### src/rtl/ex_result_pipe_pkg.sv
// Shared types and defaults for the execute-to-writeback result pipeline.
// The lane index is the writeback priority: a higher index wins a contested slot.
package ex_result_pipe_pkg;

    localparam int PIPE_LANES  = 3;
    localparam int PIPE_DEPTH  = 3;
    localparam int PIPE_DATA_W = 32;
    localparam int PIPE_ADDR_W = 5;

    localparam int LANE_ALU = 0;
    localparam int LANE_BRU = 1;
    localparam int LANE_LSU = 2;

    typedef struct packed {
        logic [PIPE_DATA_W-1:0] data_buff;
        logic [PIPE_ADDR_W-1:0] rd_buff;
        logic                   wr_en;
        logic                   valid;
        logic                   is_instr2;
    } uv_buff_t;

    typedef struct packed {
        logic                   wren_instr1;
        logic [PIPE_ADDR_W-1:0] rd_addr_instr1;
        logic [PIPE_DATA_W-1:0] rd_data_instr1;
        logic                   wren_instr2;
        logic [PIPE_ADDR_W-1:0] rd_addr_instr2;
        logic [PIPE_DATA_W-1:0] rd_data_instr2;
    } writeback_t;

    // Squash only ever removes instr2 entries; instr1 entries pass regardless.
    function automatic logic claims_slot(uv_buff_t e, logic slot2, logic kill);
        return e.valid & e.wr_en & (e.is_instr2 == slot2) & ~(kill & e.is_instr2);
    endfunction

endpackage

### src/rtl/ex_result_pipe_if.sv
// Bus between the execute lanes, the forwarding unit and the regfile write port.
interface ex_result_pipe_if
    import ex_result_pipe_pkg::*;
#(
    parameter int LANES = PIPE_LANES,
    parameter int DEPTH = PIPE_DEPTH
) ();

    uv_buff_t    lane [LANES];
    uv_buff_t    tap  [LANES][DEPTH];
    writeback_t  wb;
    logic [1:0]  wb_conflict;
    logic [15:0] conflict_cnt;

    modport master (
        output lane,
        input  tap, wb, wb_conflict, conflict_cnt
    );

    modport slave (
        input  lane,
        output tap, wb, wb_conflict, conflict_cnt
    );

endinterface

### src/rtl/ex_result_pipe_stage_reg.sv
// One pipeline slot: holds a result entry; flush invalidates it, squash kills an
// incoming instr2 entry, and a deasserted enable freezes it.
module ex_stage_reg
    import ex_result_pipe_pkg::*;
(
    input  logic     i_clk,
    input  logic     i_rst_n,
    input  logic     i_en,
    input  logic     i_flush,
    input  logic     i_squash,
    input  uv_buff_t i_d,
    output uv_buff_t o_q
);

    uv_buff_t q_r;

    // Flush beats stall and squash; data/address are left stale on flush.
    always_ff @(posedge i_clk or negedge i_rst_n) begin
        if (!i_rst_n) begin
            q_r <= '0;
        end else if (i_flush) begin
            q_r.valid <= 1'b0;
            q_r.wr_en <= 1'b0;
        end else if (i_en) begin
            q_r       <= i_d;
            q_r.valid <= i_d.valid & ~(i_squash & i_d.is_instr2);
        end else begin
            q_r <= q_r;
        end
    end

    assign o_q = q_r;

endmodule

### src/rtl/ex_result_pipe.sv
// Result pipeline: LANES streams of DEPTH registered stages, every stage exposed as a
// forwarding tap, last stage merged into the two regfile write slots by lane priority.
module ex_result_pipe
    import ex_result_pipe_pkg::*;
#(
    parameter int LANES = PIPE_LANES,
    parameter int DEPTH = PIPE_DEPTH
) (
    input  logic             i_clk,
    input  logic             i_rst_n,
    input  logic             i_stall,
    input  logic             i_flush,
    input  logic [DEPTH-1:0] i_squash,
    ex_result_pipe_if.slave  bus
);

    uv_buff_t    stage_s [LANES][DEPTH];
    logic        advance_s;
    logic        kill_last_s;
    writeback_t  wb_s;
    logic [1:0]  conflict_s;
    logic [1:0]  seen_s;
    logic [15:0] conflict_cnt_r;

    assign advance_s   = ~i_stall;
    assign kill_last_s = i_squash[DEPTH-1] & advance_s;

    for (genvar l = 0; l < LANES; l++) begin : g_lane
        for (genvar s = 0; s < DEPTH; s++) begin : g_stage
            uv_buff_t d_s;
            logic     sq_s;

            if (s == 0) begin : g_first
                assign d_s  = bus.lane[l];
                assign sq_s = 1'b0;
            end else begin : g_next
                // The squash bit of the stage being left applies on entry to this one.
                assign d_s  = stage_s[l][s-1];
                assign sq_s = i_squash[s-1];
            end

            ex_stage_reg u_reg (
                .i_clk    (i_clk),
                .i_rst_n  (i_rst_n),
                .i_en     (advance_s),
                .i_flush  (i_flush),
                .i_squash (sq_s),
                .i_d      (d_s),
                .o_q      (stage_s[l][s])
            );

            assign bus.tap[l][s] = stage_s[l][s];
        end
    end

    // Writeback merge: later (higher) lanes overwrite earlier claimants of the same slot.
    always_comb begin
        wb_s       = '0;
        conflict_s = 2'b00;
        seen_s     = 2'b00;
        for (int l = 0; l < LANES; l++) begin
            logic c1;
            logic c2;
            c1 = claims_slot(stage_s[l][DEPTH-1], 1'b0, kill_last_s);
            c2 = claims_slot(stage_s[l][DEPTH-1], 1'b1, kill_last_s);

            wb_s.wren_instr1    = wb_s.wren_instr1 | c1;
            wb_s.rd_addr_instr1 = c1 ? stage_s[l][DEPTH-1].rd_buff   : wb_s.rd_addr_instr1;
            wb_s.rd_data_instr1 = c1 ? stage_s[l][DEPTH-1].data_buff : wb_s.rd_data_instr1;
            wb_s.wren_instr2    = wb_s.wren_instr2 | c2;
            wb_s.rd_addr_instr2 = c2 ? stage_s[l][DEPTH-1].rd_buff   : wb_s.rd_addr_instr2;
            wb_s.rd_data_instr2 = c2 ? stage_s[l][DEPTH-1].data_buff : wb_s.rd_data_instr2;

            conflict_s = conflict_s | (seen_s & {c2, c1});
            seen_s     = seen_s | {c2, c1};
        end
    end

    // Conflict cycles are counted regardless of stall or flush and stick at all-ones.
    always_ff @(posedge i_clk or negedge i_rst_n) begin
        if (!i_rst_n) begin
            conflict_cnt_r <= 16'd0;
        end else if ((conflict_s != 2'b00) && (conflict_cnt_r != 16'hFFFF)) begin
            conflict_cnt_r <= conflict_cnt_r + 16'd1;
        end else begin
            conflict_cnt_r <= conflict_cnt_r;
        end
    end

    assign bus.wb           = wb_s;
    assign bus.wb_conflict  = conflict_s;
    assign bus.conflict_cnt = conflict_cnt_r;

endmodule
### src/flat_wrapper.sv
// flat-port wrapper written by rule: the top's interface ports become plain ports
module ex_result_pipe_flat import ex_result_pipe_pkg::*;
#(
    parameter int LANES = PIPE_LANES,
    parameter int DEPTH = PIPE_DEPTH
)
  (i_clk, i_rst_n, i_stall, i_flush, i_squash, bus_lane, bus_tap, bus_wb, bus_wb_conflict, bus_conflict_cnt);
  ex_result_pipe_if #(.LANES(LANES), .DEPTH(DEPTH)) bus_i ();
  input  logic i_clk;
  input  logic i_rst_n;
  input  logic i_stall;
  input  logic i_flush;
  input  logic [DEPTH-1:0] i_squash;
  input wire logic [$bits(bus_i.lane)-1:0] bus_lane;
  output wire logic [$bits(bus_i.tap)-1:0] bus_tap;
  output wire logic [$bits(bus_i.wb)-1:0] bus_wb;
  output wire logic [$bits(bus_i.wb_conflict)-1:0] bus_wb_conflict;
  output wire logic [$bits(bus_i.conflict_cnt)-1:0] bus_conflict_cnt;
  assign bus_i.lane = {>>{bus_lane}};
  assign bus_tap = {>>{bus_i.tap}};
  assign bus_wb = bus_i.wb;
  assign bus_wb_conflict = bus_i.wb_conflict;
  assign bus_conflict_cnt = bus_i.conflict_cnt;
  ex_result_pipe #(.LANES(LANES), .DEPTH(DEPTH)) u_core (.i_clk(i_clk), .i_rst_n(i_rst_n), .i_stall(i_stall), .i_flush(i_flush), .i_squash(i_squash), .bus(bus_i));
endmodule
### config.mk
export PLATFORM = sky130hd
export DESIGN_NAME = ex_result_pipe_flat
export DESIGN_NICKNAME = d
export VERILOG_FILES = /design/src/rtl/ex_result_pipe_pkg.sv /design/src/rtl/ex_result_pipe_if.sv /design/src/rtl/ex_result_pipe_stage_reg.sv /design/src/rtl/ex_result_pipe.sv /design/src/flat_wrapper.sv
export SDC_FILE = /design/constraint.sdc
export NUM_CORES = 1
export LEC_CHECK = 0
export CORE_AREA = 2 2 226 228
export CTS_BUF_LIST = sky130_fd_sc_hd__clkbuf_16
export CTS_CLUSTER_DIAMETER = 80
export DETAILED_ROUTE_END_ITERATION = 10
export DIE_AREA = 0 0 228 230
export GPL_TIMING_DRIVEN = 1
export PLACE_DENSITY_LB_ADDON = 0.1
export RECOVER_POWER = 100
export SKIP_LAST_GASP = 1
export SYNTH_ARGS = -nofsm -noshare
export SYNTH_HDL_FRONTEND = slang
export SYNTH_SLANG_ARGS = --single-unit
### constraint.sdc
create_clock -name i_clk -period 2.6 [get_ports i_clk]
set_input_delay 0.65 -clock i_clk [delete_from_list [all_inputs] [get_ports i_clk]]
set_output_delay 0.65 -clock i_clk [all_outputs]
set_load 0.005 [all_outputs]
; ---- Yosys cells after proc, flatten, opt, wreduce, memory -nomap -nowiden
; Index checks and enable logic that the tools add are counted.
[totals]
input_bits = 127
word_cells = 135
regBits = 376
out_inout_bits = 454
[classes]
n_mux = 30
add_sub_neg = 1
bitwise = 53
n_eq_ne = 2
reduce_logical = 3
[ops]
columns = cell, count
row1 = $mux W32, 6
row2 = $and A1 B1 Y1, 31
row3 = $mux W5, 6
row4 = $mux W3, 9
row5 = $mux W2, 9
row6 = $add A16 B1 Y16 const B, 1
row7 = $ne A16 B16 Y1 const B, 1
row8 = $not A1 Y1, 14
row9 = $and A2 B2 Y2, 2
row10 = $or A1 B1 Y1, 4
row11 = $or A2 B2 Y2, 2
row12 = $ne A2 B1 Y1 const B, 1
row13 = $reduce_and A2 Y1, 1
row14 = $reduce_bool A2 Y1, 1
row15 = $logic_and A1 B1 Y1, 1

; ---- Longest topological paths before layout
[logic_depth]
depth_word = 10
depth_mapped = 8
depth_no_buf = 5

; ---- Cells and area by module
; A second synthesis with hierarchy kept.
[unflattened]
cells_unflattened = 1153
hier_area_um2 = 16818.6
[by_module_without_submodules]
columns = module, cells_each, n_inst, seq_area_each_um2, area_each_um2
row1 = ex_stage_reg, 89, 9, 1001.0, 1610.3
row2 = ex_result_pipe, 352, 1, 400.4, 2326.0

; ---- Least setup slack after synthesis
; No wires, ideal clock.
[synth_path]
path_type = input -> output
from = in i_stall
to = out bus_wb[10]
slack_ns = 0.069
path_stages = 8
required_time_ns = 1.950
path_buffers = 3
arrival_ns = 1.881
cell_sequence = buf_6 > nand2b_4 > nor2b_1 > clkbuf_1 > nor2_2 > buf_2 > a22oi_1 > o21ai_0
[synth_between]
elab_chain_len = 8
elab_cells_between_ends = 14
cone_classes = mux (3) / bitwise (11)
[synth_lines]
columns = item, line_no
row1 = "start, declared", flat_wrapper.sv:11  ; input logic i_stall;
row2 = $not A1 Y1 (no line) *, -
row3 = $and A1 B1 Y1 *, ex_result_pipe.sv:26  ; assign kill_last_s = i_squash[DEPTH-1] & advance_s;
row4 = $and A1 B1 Y1, ex_result_pipe_pkg.sv:33  ; return e.valid & e.wr_en & (e.is_instr2 == slot2) & ~(kill & e.is_instr2);
row5 = $not A1 Y1, ex_result_pipe_pkg.sv:33
row6 = $and A1 B1 Y1, ex_result_pipe_pkg.sv:33
row7 = $mux W32 (2 in a row), ex_result_pipe.sv:72  ; wb_s.rd_data_instr2 = c2 ? stage_s[l][DEPTH-1].data_buff : wb_s.rd_data_instr2;
row8 = $mux W32 *, ex_result_pipe.sv:72
row9 = "end, declared", flat_wrapper.sv:16  ; output wire logic [$bits(bus_i.wb)-1:0] bus_wb;
; Mark *: on every way between the ends. The rest lies on a longest branch, timed or not.

; ---- Worst setup path in the final report
[layout_path]
from = reg u_core.g_lane[1].g_stage[2].u_reg.q_r (netlist bit u_core.g_lane[1].g_stage[2].u_reg.o_q[2])
to = out bus_wb[1]
[layout_between]
elab_chain_len = 5
[layout_lines]
columns = item, line_no
row1 = "start, declared", ex_result_pipe_stage_reg.sv:15  ; uv_buff_t q_r;
row2 = "start signal, assigned", ex_result_pipe_stage_reg.sv:25  ; q_r <= i_d;
row3 = "start signal, assigned", ex_result_pipe_stage_reg.sv:28  ; q_r <= q_r;
row4 = $and A1 B1 Y1 (3 in a row), ex_result_pipe_pkg.sv:33
row5 = $mux W32 (2 in a row), ex_result_pipe.sv:72
; No other way between the ends.

==> results <==
- The number of detailed-routing iterations run before antenna repair is 4.
- The critical path starts at u_core.g_lane[1].g_stage[2].u_reg.o_q[2].
- The least setup slack across all paths after layout is -0.236 ns.
- Setup repair after global routing could not meet its margin everywhere.
- Max-cap violations in this run came to 2.
- Once layout is complete, the cells apart from fillers number 2515.
- The count of endpoints failing hold in the final timing report is 0.
- The overall power after layout is 18800 uW.
- During synthesis, Yosys emitted a total of 0 warnings.
- For this configuration, the core starts out at a cell density of 0.313.
- The final RePlAce weighted congestion is 0.811.
- The count of cell types in the netlist is 33.
- The floorplan die area is 52400 um^2.
- The minimum clock period after layout is 2.84 ns.
- The number of endpoints failing setup at the final stage is 198.
- By instance count, the leading cell after synthesis is dfrtp_1.
- The source of the worst register-to-register timing path is u_core.g_lane[1].g_stage[2].u_reg.o_q[2].
- In the final layout, the share of cells above drive strength 1 is 0.364.
- In this run the cell area of the synthesized design comes to 15600 um^2.
- STA classifies the critical path endpoint as a primary output.
- The static leakage power is 0.0104 uW.
- The max-slew violation total from the final report is 63.
- Ranked by total cell area, the synthesized netlist is headed by dfrtp_1 (60%), mux2_2 (25%), a22oi_1 (3.6%).
- The worst slew margin relative to its limit is -0.0866.
- Setup slack on the worst reg-to-reg path comes out at 0.17 ns.
- The cell count after synthesis is 1142.
- The total placed cells including tap cells is 2381.
- The total number of nets in the final design is 1937.
- The number of top-level pins is 581.
- Clock tree synthesis inserted a total of 43 buffers.
- Sorting the synthesized cells by how often they occur yields dfrtp_1 (376), mux2_2 (343), nand2_1 (93).
- After detailed routing, the average wire length per cell comes to 23.0 um.
- Counting cells, the worst reg-to-reg path comes to 9.
- The share of the cycle needed by the critical path after routing is 1.09.
- The via count normalized by instance count is 4.83.
- The maximum number of buffers from clock root to sink is 3.
- VDD sags by at most 373 uV.
- The reg-to-reg endpoint is u_core.bus.conflict_cnt[1].
- Entering global routing, the biggest net connects 63 pins.
- The transition time at the pin with the least slew margin is 1.63 ns.
- For the worst setup path, the data arrival time is 2.19 ns.
- Of all cell types, the one taking the most synthesized area is dfrtp_1.
- The vertical die dimension is 230 um.
- OpenSTA, run right after detailed placement, puts the worst setup slack at -0.769 ns.
- The most critical setup path has its endpoint at bus_wb[1].
- The count of nets left with antenna violations once routing finished came out at 0.
- The via count of the first global-routing pass is 12400.
- The final reports fail on max-capacitance violations, max-slew violations, negative setup slack.
- The CTS sink count is 376.
- The number of standard-cell rows in the floorplan is 82.
- Along the worst path, the maximum fanout reaches 6.
- For the worst setup path, the data required time is 1.95 ns.
- The deepest level of the CTS H-tree is 2.
- The DRC violation count after routing is 0.
- The synthesized area per cell is 13.7 um^2.
- The clock tree skew after final layout is 0.00653 ns.
- The CTS tree is done.
- The share of synthesized flip-flops with an asynchronous set or reset is 1.00.
- From left edge to right edge, the die measures 228 um.
- The filler cells instantiated in the layout total 4581.
- Among all flip-flop cells after synthesis, the most frequent one is dfrtp_1.
- The count of flip-flops with a built-in enable after synthesis is 0.
- The clock transition at the registers of the reported paths is 0.06 ns.
- The routed wire length is 57800 um.
- The count of buffers added on input and output ports is 580.
- The flow ran to the end, but the final reports show violations.
- Across all hold checks on the routed design, the worst slack comes to 0.489 ns.
- In this run, the number of DRC markers left after iteration 0 of detailed routing was 452.
- Of the post-synthesis cell area, the dominant cell type holds 0.602.
- The tightest min-delay check is of the in -> async type.
- The tree is rooted in a clkbuf_16.
- The number of nets in the synthesized netlist is 1270.
- The clock latency at the later pin of the worst-skew pair is 0.56 ns.
- In this run the standard cell core region covers 49900 um^2.
- The fmax is 353 MHz.
- The post-detailed-placement half-perimeter wirelength is 40900 um.
- The global route total overflow is 0.
- The first global-routing pass estimated 83100 um of wire.
- The fraction of the core area covered by cells at the end of the flow is 0.496.
- The number of antenna violations at the first check in global routing is 7.
- Relative to the synthesized area, the layout overhead comes to 58.2%.
- The power density relative to cell area is 760 nW/um^2.
- The total of flip-flops plus latches after synthesis is 376.
- Summing over every cut layer, the via total after detailed routing is 12100.
- The number of buffers inserted for hold repair after clock tree synthesis is 0.
- The portion of the post-synthesis area used by sequential elements is 0.602.
- The overall routing resource usage is 0.210.
- The worst setup path is launched from a flop.
- The type of the setup path with the least slack is reg -> out.
worst min path at each step:
stage	startpoint	endpoint	slack, ns	cells after the start
finish	i_rst_n	u_core.g_lane[2].g_stage[0].u_reg.o_q[8]	0.49	1
detailed placement	u_core.bus.conflict_cnt[9]	u_core.bus.conflict_cnt[9]	0.49	1
floorplan	i_rst_n	u_core.bus.conflict_cnt[0]	0.35	0
global placement	u_core.bus.conflict_cnt[5]	u_core.bus.conflict_cnt[5]	0.49	1
CTS	i_rst_n	u_core.g_lane[2].g_stage[0].u_reg.o_q[8]	0.04	1
global route	u_core.bus.conflict_cnt[9]	u_core.bus.conflict_cnt[9]	0.51	1
metal layers:
layer  track usage  wire length (um)  vias up
met5             0                52        -
met4        0.0711              1780        8
met3        0.0749              4610       99
met2         0.354             28100      410
met1         0.250             23300     6148
li1              -                 -     5470
per-stage QoR:
stage / setup TNS [ns] / instance area (um^2)
final: -12.79 / 24700
after detailed placement: -40.96 / 22700
after CTS: -17.15 / 24700
after floorplan: 0 / 15600
after global placement: -40.16 / 22700
after global routing: -41.46 / 24700
critical path, cell delays in order, from the launching register on:
cell,delay (ns)
dfrtp_1,0.40
nand3_2,0.13
nor2b_4,0.20
nor2_4,0.05
buf_12,0.14
buf_4,0.13
buf_6,0.12
buf_16,0.13
a22oi_2,0.13
o21ai_1,0.07
buf_2,0.12
sequential cells by signal, indices dropped and copies added (netlist names):
name	cells
u_core.bus.conflict_cnt	16
u_core.g_lane.g_stage.u_reg.o_q	360
layout by cell type, fill, tap and decap left out, types with 11 or more instances in the layout:
cell type	Yosys	routed
a22oi_2	0	64
nand2_1	93	92
mux2_2	343	343
buf_4	0	45
clkdlybuf4s50_1	0	256
xnor2_1	13	13
buf_6	2	18
inv_1	0	19
buf_12	0	21
clkbuf_2	0	21
mux2i_1	12	12
o21ai_1	5	69
buf_2	44	53
nor2_1	29	28
dfrtp_1	376	376
clkbuf_16	0	49
clkdlybuf4s15_2	0	11
dlygate4sd3_1	0	243
power by group:
part           leakage (uW)  internal, uW  switching, uW  total (uW)
Combinational       0.00522          3080           1490        4570
Clock              0.000701          3190           2360        5550
Sequential          0.00451          7160           1510        8660
Total                0.0104         13400           5350       18800
what timing repair did:
| action | 4_1_cts | 5_1_grt |
|---|---|---|
| gates cloned | 5 | 4 |
| buffers inserted | 37 | 17 |
| gates resized for setup | 423 | 68 |
| setup endpoints to repair | 78 | 78 |
| pin swaps | 40 | 45 |
final cells by class:
class	instances	area, um^2	area share
flip-flops and latches	376	9410	0.381
repair buffers	699	6950	0.281
multi-input cells	689	6250	0.253
clock buffers	45	1130	0.0455
well taps	672	841	0.0340
clock inverters	31	150	0.00607
diodes	3	7.51	0.000304
logic make-up (layout without fill, tap and decap cells):
kind of cell / Yosys count / after routing / synth area share
flops: 376 / 376 / 0.602
mux: 355 / 355 / 0.255
simple gates: 160 / 160 / 0.0470
compound gates: 157 / 157 / 0.0632
buf+inv: 77 / 775 / 0.0230
xor+xnor: 15 / 15 / 0.00841
fa+ha+maj: 2 / 2 / 0.00152
other cells: 0 / 3 / 0
Power figures use the tool's default switching activity.
